==> config.mk <==
export PLATFORM = sky130hd
export DESIGN_NAME = sev_seg_scan_ctrl
export DESIGN_NICKNAME = d
export VERILOG_FILES = /design/src/rtl/sev_seg_pkg.sv /design/src/rtl/sev_seg_prescale.sv /design/src/rtl/sev_seg_scan_ctrl.sv
export SDC_FILE = /design/constraint.sdc
export NUM_CORES = 1
export LEC_CHECK = 0
export ABC_AREA = 1
export CAP_MARGIN = 10
export CORE_ASPECT_RATIO = 1.25
export CORE_UTILIZATION = 52
export CTS_BUF_LIST = sky130_fd_sc_hd__clkbuf_8
export DETAILED_ROUTE_END_ITERATION = 7
export HOLD_SLACK_MARGIN = 0.12
export PLACE_DENSITY = 0.79
export SLEW_MARGIN = 10
export SYNTH_ARGS = -nofsm -noshare
export SYNTH_HDL_FRONTEND = slang
export SYNTH_SLANG_ARGS = --single-unit
==> constraint.sdc <==
create_clock -name clk -period 2.1 [get_ports clk]
set_clock_uncertainty 0.2 [all_clocks]
set_input_delay 0.42 -clock clk [delete_from_list [all_inputs] [get_ports clk]]
set_output_delay 0.42 -clock clk [all_outputs]
set_load 0.03 [all_outputs]
==> src/rtl/sev_seg_pkg.sv <==
// Shared definitions for the 7-segment scan controller: register offsets,
// CTRL field positions, reset constants, scan index type and nibble helpers.
package sev_seg_pkg;

    localparam int unsigned OFF_DATA   = 0;
    localparam int unsigned OFF_CTRL   = 4;
    localparam int unsigned OFF_STATUS = 8;

    localparam int unsigned CTRL_EN_BIT    = 0;
    localparam int unsigned CTRL_LZB_BIT   = 1;
    localparam int unsigned CTRL_MASK_LSB  = 8;
    localparam int unsigned CTRL_BLINK_LSB = 16;

    localparam logic       CTRL_EN_RST   = 1'b1;
    localparam logic       CTRL_LZB_RST  = 1'b0;
    localparam logic [7:0] CTRL_MASK_RST = 8'hFF;

    typedef enum logic [2:0] {
        DIG0 = 3'd0,
        DIG1 = 3'd1,
        DIG2 = 3'd2,
        DIG3 = 3'd3,
        DIG4 = 3'd4,
        DIG5 = 3'd5,
        DIG6 = 3'd6,
        DIG7 = 3'd7
    } scan_idx_e;

    // Nibble belonging to digit i of a 32-bit display word.
    function automatic logic [3:0] nib_of(input logic [31:0] d, input logic [2:0] i);
        logic [31:0] sh;
        sh = d >> {i, 2'b00};
        return sh[3:0];
    endfunction

    // True when digit i and every more-significant digit are zero.
    function automatic logic upper_zero(input logic [31:0] d, input logic [2:0] i);
        return ((d >> {i, 2'b00}) == 32'd0);
    endfunction

endpackage

==> src/rtl/sev_seg_prescale.sv <==
// Refresh prescaler: counts 0..REFRESH_DIV-1 and raises tick_o for one cycle
// at terminal count. hold_i freezes the count (display disabled).
module sev_seg_prescale #(
    parameter int unsigned REFRESH_DIV = 100000
) (
    input  logic clk,
    input  logic rst,
    input  logic hold_i,
    output logic tick_o
);

    localparam int unsigned CW = (REFRESH_DIV > 1) ? $clog2(REFRESH_DIV) : 1;
    localparam logic [CW-1:0] TERM = CW'(REFRESH_DIV - 1);

    logic [CW-1:0] cnt_q;
    logic [CW-1:0] cnt_d;

    // Next count and terminal-count tick.
    always_comb begin
        cnt_d  = cnt_q;
        tick_o = 1'b0;
        if (hold_i) begin
            cnt_d = cnt_q;
        end else if (cnt_q == TERM) begin
            cnt_d  = '0;
            tick_o = 1'b1;
        end else begin
            cnt_d = cnt_q + CW'(1);
        end
    end

    // Counter register.
    always_ff @(posedge clk) begin
        if (rst) begin
            cnt_q <= '0;
        end else begin
            cnt_q <= cnt_d;
        end
    end

endmodule

==> src/rtl/sev_seg_scan_ctrl.sv <==
// 8-digit 7-segment scan controller with MMIO register window.
// DATA writes land in a shadow buffer that is committed to the displayed
// (active) buffer when the scan wraps from digit 7 to digit 0.
// Optional feature macro: SEV_SEG_CTRL_BLINK_EN (CTRL[23:16] blink mask).
module sev_seg_scan_ctrl
    import sev_seg_pkg::*;
#(
    parameter int unsigned REFRESH_DIV = 100000,
    parameter int unsigned ADDR_W      = 4
) (
    input  logic              clk,
    input  logic              rst,
    input  logic              wr_en,
    input  logic              rd_en,
    input  logic [ADDR_W-1:0] addr,
    input  logic [31:0]       wdata,
    output logic [31:0]       rdata,
    output logic              rd_valid,
    output logic [7:0]        an_out,
    output logic [3:0]        seg_nib,
    output logic              seg_blank
);

    logic [31:0] shadow_q, shadow_d;
    logic [31:0] active_q, active_d;
    logic        en_q, en_d;
    logic        lzb_q, lzb_d;
    logic [7:0]  mask_q, mask_d;
    logic [7:0]  blink_q, blink_d;
    scan_idx_e   idx_q, idx_d;
    logic [7:0]  an_q, an_d;
    logic [3:0]  nib_q, nib_d;
    logic        blank_q, blank_d;
    logic [31:0] rdata_q, rdata_d;
    logic        rd_valid_q;
    logic        tick_s;
    logic [7:0]  mask_eff_s;
    logic        sel_data_s, sel_ctrl_s, sel_status_s;
    logic [31:0] rd_val_s;

    sev_seg_prescale #(
        .REFRESH_DIV (REFRESH_DIV)
    ) u_prescale (
        .clk    (clk),
        .rst    (rst),
        .hold_i (~en_q),
        .tick_o (tick_s)
    );

`ifdef SEV_SEG_CTRL_BLINK_EN
    logic [23:0] blink_cnt_q;
    logic        phase_q;

    // Free-running blink counter; phase flips each time it wraps.
    always_ff @(posedge clk) begin
        if (rst) begin
            blink_cnt_q <= 24'd0;
            phase_q     <= 1'b0;
        end else begin
            blink_cnt_q <= blink_cnt_q + 24'd1;
            if (blink_cnt_q == 24'hFF_FFFF) begin
                phase_q <= ~phase_q;
            end else begin
                phase_q <= phase_q;
            end
        end
    end

    assign mask_eff_s = mask_q & ~(blink_q & {8{phase_q}});
`else
    assign mask_eff_s = mask_q;
`endif

    // Register writes, frame commit, scan advance, display outputs, readback.
    always_comb begin
        sel_data_s   = (addr == ADDR_W'(OFF_DATA));
        sel_ctrl_s   = (addr == ADDR_W'(OFF_CTRL));
        sel_status_s = (addr == ADDR_W'(OFF_STATUS));

        shadow_d = shadow_q;
        en_d     = en_q;
        lzb_d    = lzb_q;
        mask_d   = mask_q;
        blink_d  = blink_q;
        active_d = active_q;
        idx_d    = idx_q;
        an_d     = an_q;
        nib_d    = nib_q;
        blank_d  = blank_q;
        rd_val_s = 32'd0;
        rdata_d  = 32'd0;

        if (wr_en && sel_data_s) begin
            shadow_d = wdata;
        end else begin
            shadow_d = shadow_q;
        end

        if (wr_en && sel_ctrl_s) begin
            en_d   = wdata[CTRL_EN_BIT];
            lzb_d  = wdata[CTRL_LZB_BIT];
            mask_d = wdata[CTRL_MASK_LSB +: 8];
`ifdef SEV_SEG_CTRL_BLINK_EN
            blink_d = wdata[CTRL_BLINK_LSB +: 8];
`else
            blink_d = 8'h00;
`endif
        end else begin
            en_d    = en_q;
            lzb_d   = lzb_q;
            mask_d  = mask_q;
            blink_d = blink_q;
        end

        // shadow_d already carries a same-cycle DATA write, so it lands in
        // active without waiting a further frame.
        if (tick_s && (idx_q == DIG7)) begin
            active_d = shadow_d;
        end else begin
            active_d = active_q;
        end

        if (tick_s) begin
            idx_d = scan_idx_e'(idx_q + 3'd1);
        end else begin
            idx_d = idx_q;
        end

        if (!en_q) begin
            an_d    = 8'hFF;
            blank_d = 1'b1;
        end else if (tick_s) begin
            nib_d = nib_of(active_d, idx_d);
            if (!mask_eff_s[idx_d]) begin
                an_d    = 8'hFF;
                blank_d = 1'b1;
            end else begin
                an_d    = ~(8'b1 << idx_d);
                blank_d = lzb_q && (idx_d != DIG0) && upper_zero(active_d, idx_d);
            end
        end else begin
            an_d    = an_q;
            blank_d = blank_q;
        end

        if (sel_data_s) begin
            rd_val_s = shadow_d;
        end else if (sel_ctrl_s) begin
            rd_val_s = {8'h00, blink_d, mask_d, 6'd0, lzb_d, en_d};
        end else if (sel_status_s) begin
            rd_val_s = {23'd0, (shadow_q != active_q), 5'd0, idx_q};
        end else begin
            rd_val_s = 32'd0;
        end

        if (rd_en) begin
            rdata_d = rd_val_s;
        end else begin
            rdata_d = 32'd0;
        end
    end

    // State and output registers.
    always_ff @(posedge clk) begin
        if (rst) begin
            shadow_q   <= 32'd0;
            active_q   <= 32'd0;
            en_q       <= CTRL_EN_RST;
            lzb_q      <= CTRL_LZB_RST;
            mask_q     <= CTRL_MASK_RST;
            blink_q    <= 8'h00;
            idx_q      <= DIG0;
            an_q       <= 8'hFF;
            nib_q      <= 4'd0;
            blank_q    <= 1'b1;
            rdata_q    <= 32'd0;
            rd_valid_q <= 1'b0;
        end else begin
            shadow_q   <= shadow_d;
            active_q   <= active_d;
            en_q       <= en_d;
            lzb_q      <= lzb_d;
            mask_q     <= mask_d;
            blink_q    <= blink_d;
            idx_q      <= idx_d;
            an_q       <= an_d;
            nib_q      <= nib_d;
            blank_q    <= blank_d;
            rdata_q    <= rdata_d;
            rd_valid_q <= rd_en;
        end
    end

    assign rdata     = rdata_q;
    assign rd_valid  = rd_valid_q;
    assign an_out    = an_q;
    assign seg_nib   = nib_q;
    assign seg_blank = blank_q;

endmodule
# After elaboration in Yosys (flattened, before gate mapping)
# Cells that the tools add are included.
# word_totals
register_bits	148
wordCells	54
# classes
add_sub_neg	2
order_cmp	1
eq_ne	5
n_shift	2
muxes	17
n_bitwise	3
n_reduce_logical	11
# op_table
cell	n
$mux W32	3
$logic_not A32 Y1	1
$ne A32 B32 Y1	1
$shr A32 B5 Y32	1
$mux W24	1
$mux W8	3
$add A17 B1 Y17 const B	1
$eq A17 B17 Y1 const B	1
$mux W17	1
$mux W9	1
$not A8 Y8	1
$shl A1 B3 Y8 const A	1
$mux W1	6
$logic_and A1 B1 Y1	5
$eq A4 B3 Y1 const B	1
$eq A4 B4 Y1 const B	1
$logic_not A4 Y1	1
$lt A3 B4 Y1 const B	1
$reduce_or A2 Y1	2
$add A3 B1 Y3 const B	1
$bmux W1 S3	1
$eq A3 B3 Y1 const B	1
$mux W3	1
$reduce_bool A3 Y1	1
other kinds (2)	3

# Logic depth before layout (Yosys ltp)
# depth
word_depth	9
ltp_mapped	22

# Hierarchy
# Synthesis repeated with hierarchy kept, for this count alone.
# unflattened
cells_unflattened	988
hier_area_um2	7044.3
# modules_own_cells
module	n_inst	cells_per_inst	area_each_um2
sev_seg_scan_ctrl	1	836	6070.8
sev_seg_prescale	1	152	973.4

# Worst setup path after synthesis
# OpenSTA, ideal clock, no wires.
# synth_timing
kind	register to register
start	reg u_prescale.cnt_q[0]
end	reg an_q[6] (netlist: an_out[6])
arrival_ns	1.968
required_ns	1.778
setup_slack_ns	-0.190
stages_incl_launch_ff	16
path_buffers	1
period_less_slack_ns	2.290
path_cell_list	dfxtp_1 ha_1 nand2_1 inv_1 nand2_1 nor2_2 nand3_4 nand2_1 nand2_2 inv_2 buf_4 nor3_1 nor2_1 o311ai_1 o31ai_1 nand2_1
# synth_between
elab_chain_cells	7
# synth_rtl
item	line	text
from (decl)	sev_seg_prescale.sv:15	logic [CW-1:0] cnt_q;
from (signal assigned)	sev_seg_prescale.sv:37	cnt_q <= cnt_d;
$eq A17 B17 Y1 (*)	sev_seg_prescale.sv:24	end else if (cnt_q == TERM) begin
$mux W1 (*)	sev_seg_prescale.sv:24	
$mux W1 (*)	sev_seg_prescale.sv:22	if (hold_i) begin
$mux W3	sev_seg_scan_ctrl.sv:123	if (tick_s) begin
$bmux W1 S3 / $shl A1 B3 Y8 (equally long branches)	sev_seg_scan_ctrl.sv:134, sev_seg_scan_ctrl.sv:138	
$mux W1 (not written as such) / $not A8 Y8 (equally long branches)	sev_seg_scan_ctrl.sv:134, sev_seg_scan_ctrl.sv:138	
$mux W8	sev_seg_scan_ctrl.sv:134	if (!mask_eff_s[idx_d]) begin
to (signal assigned)	sev_seg_scan_ctrl.sv:186	an_q <= an_d;
to (decl)	sev_seg_scan_ctrl.sv:31	logic [7:0] an_q, an_d;
# Mark *: on every way between the ends. The rest lies on a longest branch, timed or not. The select of a mux whose other input is x is not followed.
# A chain may end at the register's enable or synchronous reset.

# Final worst setup path
# layout_timing
start	reg u_prescale.cnt_q[1]
end	reg blank_q (netlist: seg_blank)
# layout_between
elab_chain_cells	9
# layout_rtl
item	line	text
$eq A17 B17 Y1 (*)	sev_seg_prescale.sv:24	
$mux W1 (*)	sev_seg_prescale.sv:24	
$mux W1 (*)	sev_seg_prescale.sv:22	
$logic_and A1 B1 Y1	sev_seg_scan_ctrl.sv:117	if (tick_s && (idx_q == DIG7)) begin
$mux W32	sev_seg_scan_ctrl.sv:117	
$shr A32 B5 Y32	sev_seg_pkg.sv:38	return ((d >> {i, 2'b00}) == 32'd0);
$logic_not A32 Y1	sev_seg_pkg.sv:38	
$logic_and A1 B1 Y1	sev_seg_scan_ctrl.sv:139	blank_d = lzb_q && (idx_d != DIG0) && upper_zero(active_d, idx_d);
$mux W1	sev_seg_scan_ctrl.sv:134	
to (signal assigned)	sev_seg_scan_ctrl.sv:188	blank_q <= blank_d;
to (decl)	sev_seg_scan_ctrl.sv:33	logic blank_q, blank_d;
# Marked as above.

==> results.sh <==
export IMPL_clock_tree_root_cell="clkbuf_8"
export IMPL_cpMostUsedCell="nand2_1"
export IMPL_place_gp_congestion=0.925
export IMPL_final_min_clock_period_ns=2.63
export IMPL_cp_start_kind="register"
export IMPL_num_vias=7391
export IMPL_diodes=0
export IMPL_cts_tree="yes"
export IMPL_critical_path_slowest_cell="dfxtp_4"
export IMPL_setup_ws_ns=-0.526
export IMPL_final_core_util=0.784
export IMPL_post_synth_top_area_cell="dfxtp_1"
export IMPL_overflow=0
export IMPL_rows=46
export IMPL_violations="setup timing"
export IMPL_hold_violations=0
export IMPL_finalMaxSlewViolations=0
export IMPL_muxShareOfSynthArea=0.00295
export IMPL_drc=0
export IMPL_n_fill_cell=855
export IMPL_cts_buffers=17
export IMPL_ys_ff_latch=148
export IMPL_nets=1238
export IMPL_die_h_microns=130
export IMPL_core_sq_mm=0.0127
export IMPL_postRouteAntennaNets=0
export IMPL_synth_simple_gate_area_frac=0.323
export IMPL_wl_met1_mm=8.59
export IMPL_finalCritPeriodShare=1.25
export IMPL_syn_to_final_growth_pct=46.8
export IMPL_placed_area_sq_mm=0.00882
export IMPL_yosys_area_share_xor_xnor=0.0387
export IMPL_status="complete, but fails checks"
export IMPL_cts_sinks=148
export IMPL_wl_met2_mm=11.4
export IMPL_synth_fa_ha_area_frac=0.00553
export IMPL_dr_max_layer_used="met4"
export IMPL_cts_clk_slew_worst_paths_ns=0.09
export IMPL_drt_total_wl_mm=22.8
export IMPL_path_class="register to register"
export IMPL_fp_dieArea_sq_mm=0.0135
export IMPL_synth_edf_count=0
export IMPL_rsz0062_at_grt="yes"
export IMPL_hp_class="input port to register"
export IMPL_ys_top_cells_by_area="dfxtp_1, nand2_1, nor2_1"
export IMPL_grtUsageTotal=0.335
export IMPL_crit_chain="ha_4 -> nand2_4 -> nor2_4 -> nand2_2 -> nor2_4 -> nand3_4 -> buf_12 -> clkbuf_16 -> nand2_1 -> nand2_1 -> nor2_1 -> nand2_1 -> nand2_1 -> nand3_1 -> nor2_1 -> nand2_1 -> nand2_1 -> nand3_1 -> nand2_1 -> nand2_1 -> nand2_1"
export IMPL_synthTopCellsByCount="nand2_1, dfxtp_1, nor2_1"
export IMPL_synthCells=959
export IMPL_htreeDepth=4
export IMPL_max_freq_mhz=381
export IMPL_drt_pass1_iterations=5
export IMPL_grt_start_max_net_pins=34
export IMPL_synth_compound_area_frac=0.106
export IMPL_via_per_inst=5.37
export IMPL_crit_fanout=10
export IMPL_yosys_area_top_type_share=0.436
export IMPL_synth_distinct_cells=42
export IMPL_crit_required_ns=2.33
export IMPL_synth_top_family_by_area="simple AND/OR/NAND/NOR gates"
export IMPL_synth_area_sq_mm=0.00679
export IMPL_initial_utilization=0.534
export IMPL_peakVddDrop_mv=0.508
export IMPL_synth_nets=1002
export IMPL_ys_flop_type="dfxtp_1"
export IMPL_drt_iter0_markers=609
export IMPL_ys_warn_count=0
export IMPL_grt_pass1_vias=7226
export IMPL_worst_slew_pin_slew_ns=0.459
export IMPL_end_kind="register"
export IMPL_avgSynthCellArea_sq_um=7.08
export IMPL_cp_slowest_stage_delay_ns=0.37
export IMPL_clk_latency_ns=0.48
export IMPL_numPortBuffers=85
export IMPL_ioPinCount=86
export IMPL_synth_most_common_cell="nand2_1"
export IMPL_p_leak_nw=4.63
export IMPL_synthArstFlopShare=0
export IMPL_power_density_mw_per_mm2=575
export IMPL_cp_arrival_ns=2.86
export IMPL_antenna_found_initial=0
export IMPL_dr_wl_met3_mm=1.50
export IMPL_cts_hold_buf=0
export IMPL_maxCapViolCount=0
export IMPL_drive_gt1_frac=0.286
export IMPL_dp_hpwl_mm=14.7
export IMPL_setup_violations=17
export IMPL_ys_seq_area_frac=0.436
export IMPL_design_area_sq_mm=0.00997
export IMPL_wl_per_cell_microns=16.6
export IMPL_clock_path_buffers=2
export IMPL_grt_pass1_wl_mm=35.1
export IMPL_slew_headroom=0.691
export IMPL_die_x_microns=104
report_power, final:
group          switching (mW)  internal, mW
clock                    1.12          1.40
sequential             0.0202          2.83
combinational           0.180         0.177
flip-flops by register name, indices dropped and copies added (netlist names):
name and flops:
idx_q 3, rdata 32, en_q 1, seg_nib 4, mask_eff_s 8, rd_valid 1
an_out 8, seg_blank 1, shadow_q 32, u_prescale.cnt_q 17, active_q 32, lzb_q 1
blink_q 8
what timing repair did:
item                       in CTS  in global routing
cloned                          3                  1
setup buffers                  17                  7
pin swaps                      26                 19
hold endpoints to repair        0                  0
setup endpoints to repair      30                 44
resized for setup              86                 74
routing by layer:
layer  global-route usage  vias up
met5                    0        -
met4                0.226        0
met3               0.0719      107
met2                0.601      351
met1                0.358     3415
li1                     -     3518
logic make-up after synthesis:
logic type,count (synthesis)
simple gates,509
flops,148
buf+inv,141
compound gates,126
xor+xnor,30
fa+ha+maj,3
mux,2
metrics by stage:
step	setup WS (ns)	setup TNS (ns)	std cells	hold slack (ns)	total power, mW
after floorplan	-0.106	-0.385	959	0.227	3.05
after global placement	-0.847	-16.81	1317	0.234	3.24
after detailed placement	-0.870	-22.05	1317	0.239	3.24
after CTS	-0.388	-4.50	1368	0.130	5.71
after global routing	-0.677	-7.79	1376	0.148	5.87
final	-0.526	-5.60	1376	0.131	5.73
critical path: cells and delay by family, from the launching register on:
family                   cells  cell delay [ns]
adder cells (fa/ha/maj)      1             0.15
buffers and inverters        2             0.32
flip-flops                   1             0.37
AND/OR/NAND/NOR             18             1.52
path summary, 6_finish.rpt:
kind | endpoint | from | cells after the start | slack, ns
setup / recovery | seg_blank | u_prescale.cnt_q[1] | 21 | -0.53
setup reg to reg | seg_blank | u_prescale.cnt_q[1] | 21 | -0.53
hold / removal | rdata[1] | rst | 4 | 0.13
hold reg to reg | blink_q[0] | blink_q[0] | 2 | 0.25
layout by cell type (no fill, tap or decap), types with 3 or more instances in the layout:
cell type,instances
nand2_1,223
buf_4,151
dfxtp_1,144
nor2_1,116
inv_1,92
clkdlybuf4s50_1,55
nand3_1,40
nand2_2,38
a21oi_1,38
o21ai_0,30
xnor2_1,23
nand3_2,19
o22ai_1,17
clkbuf_8,17
dlymetal6s2s_1,16
nor2_2,13
dlygate4sd2_1,13
inv_2,12
or2_2,12
o21ai_2,12
o21ai_1,12
nand4_1,11
nor3_1,10
buf_6,9
nor2_4,8
nand2_4,7
xor2_1,6
bufinv_16,5
buf_12,5
nand3_4,4
nor3_2,4
o21a_1,4
clkinv_2,3
dfxtp_2,3
layout make-up:
cell class                      instances  area [sq um]  share of cell area
Tap cell                              168           210              0.0211
Clock inverter                         15           214              0.0215
Multi-Input combinational cell        670          3650               0.366
Clock buffer                           17           234              0.0235
Timing Repair Buffer                  253          2270               0.228
Timing Repair inverter                  1          8.76            0.000878
Inverter                              104           410              0.0412
Sequential cell                       148          2970               0.298
(Power assumes the default switching activity.)
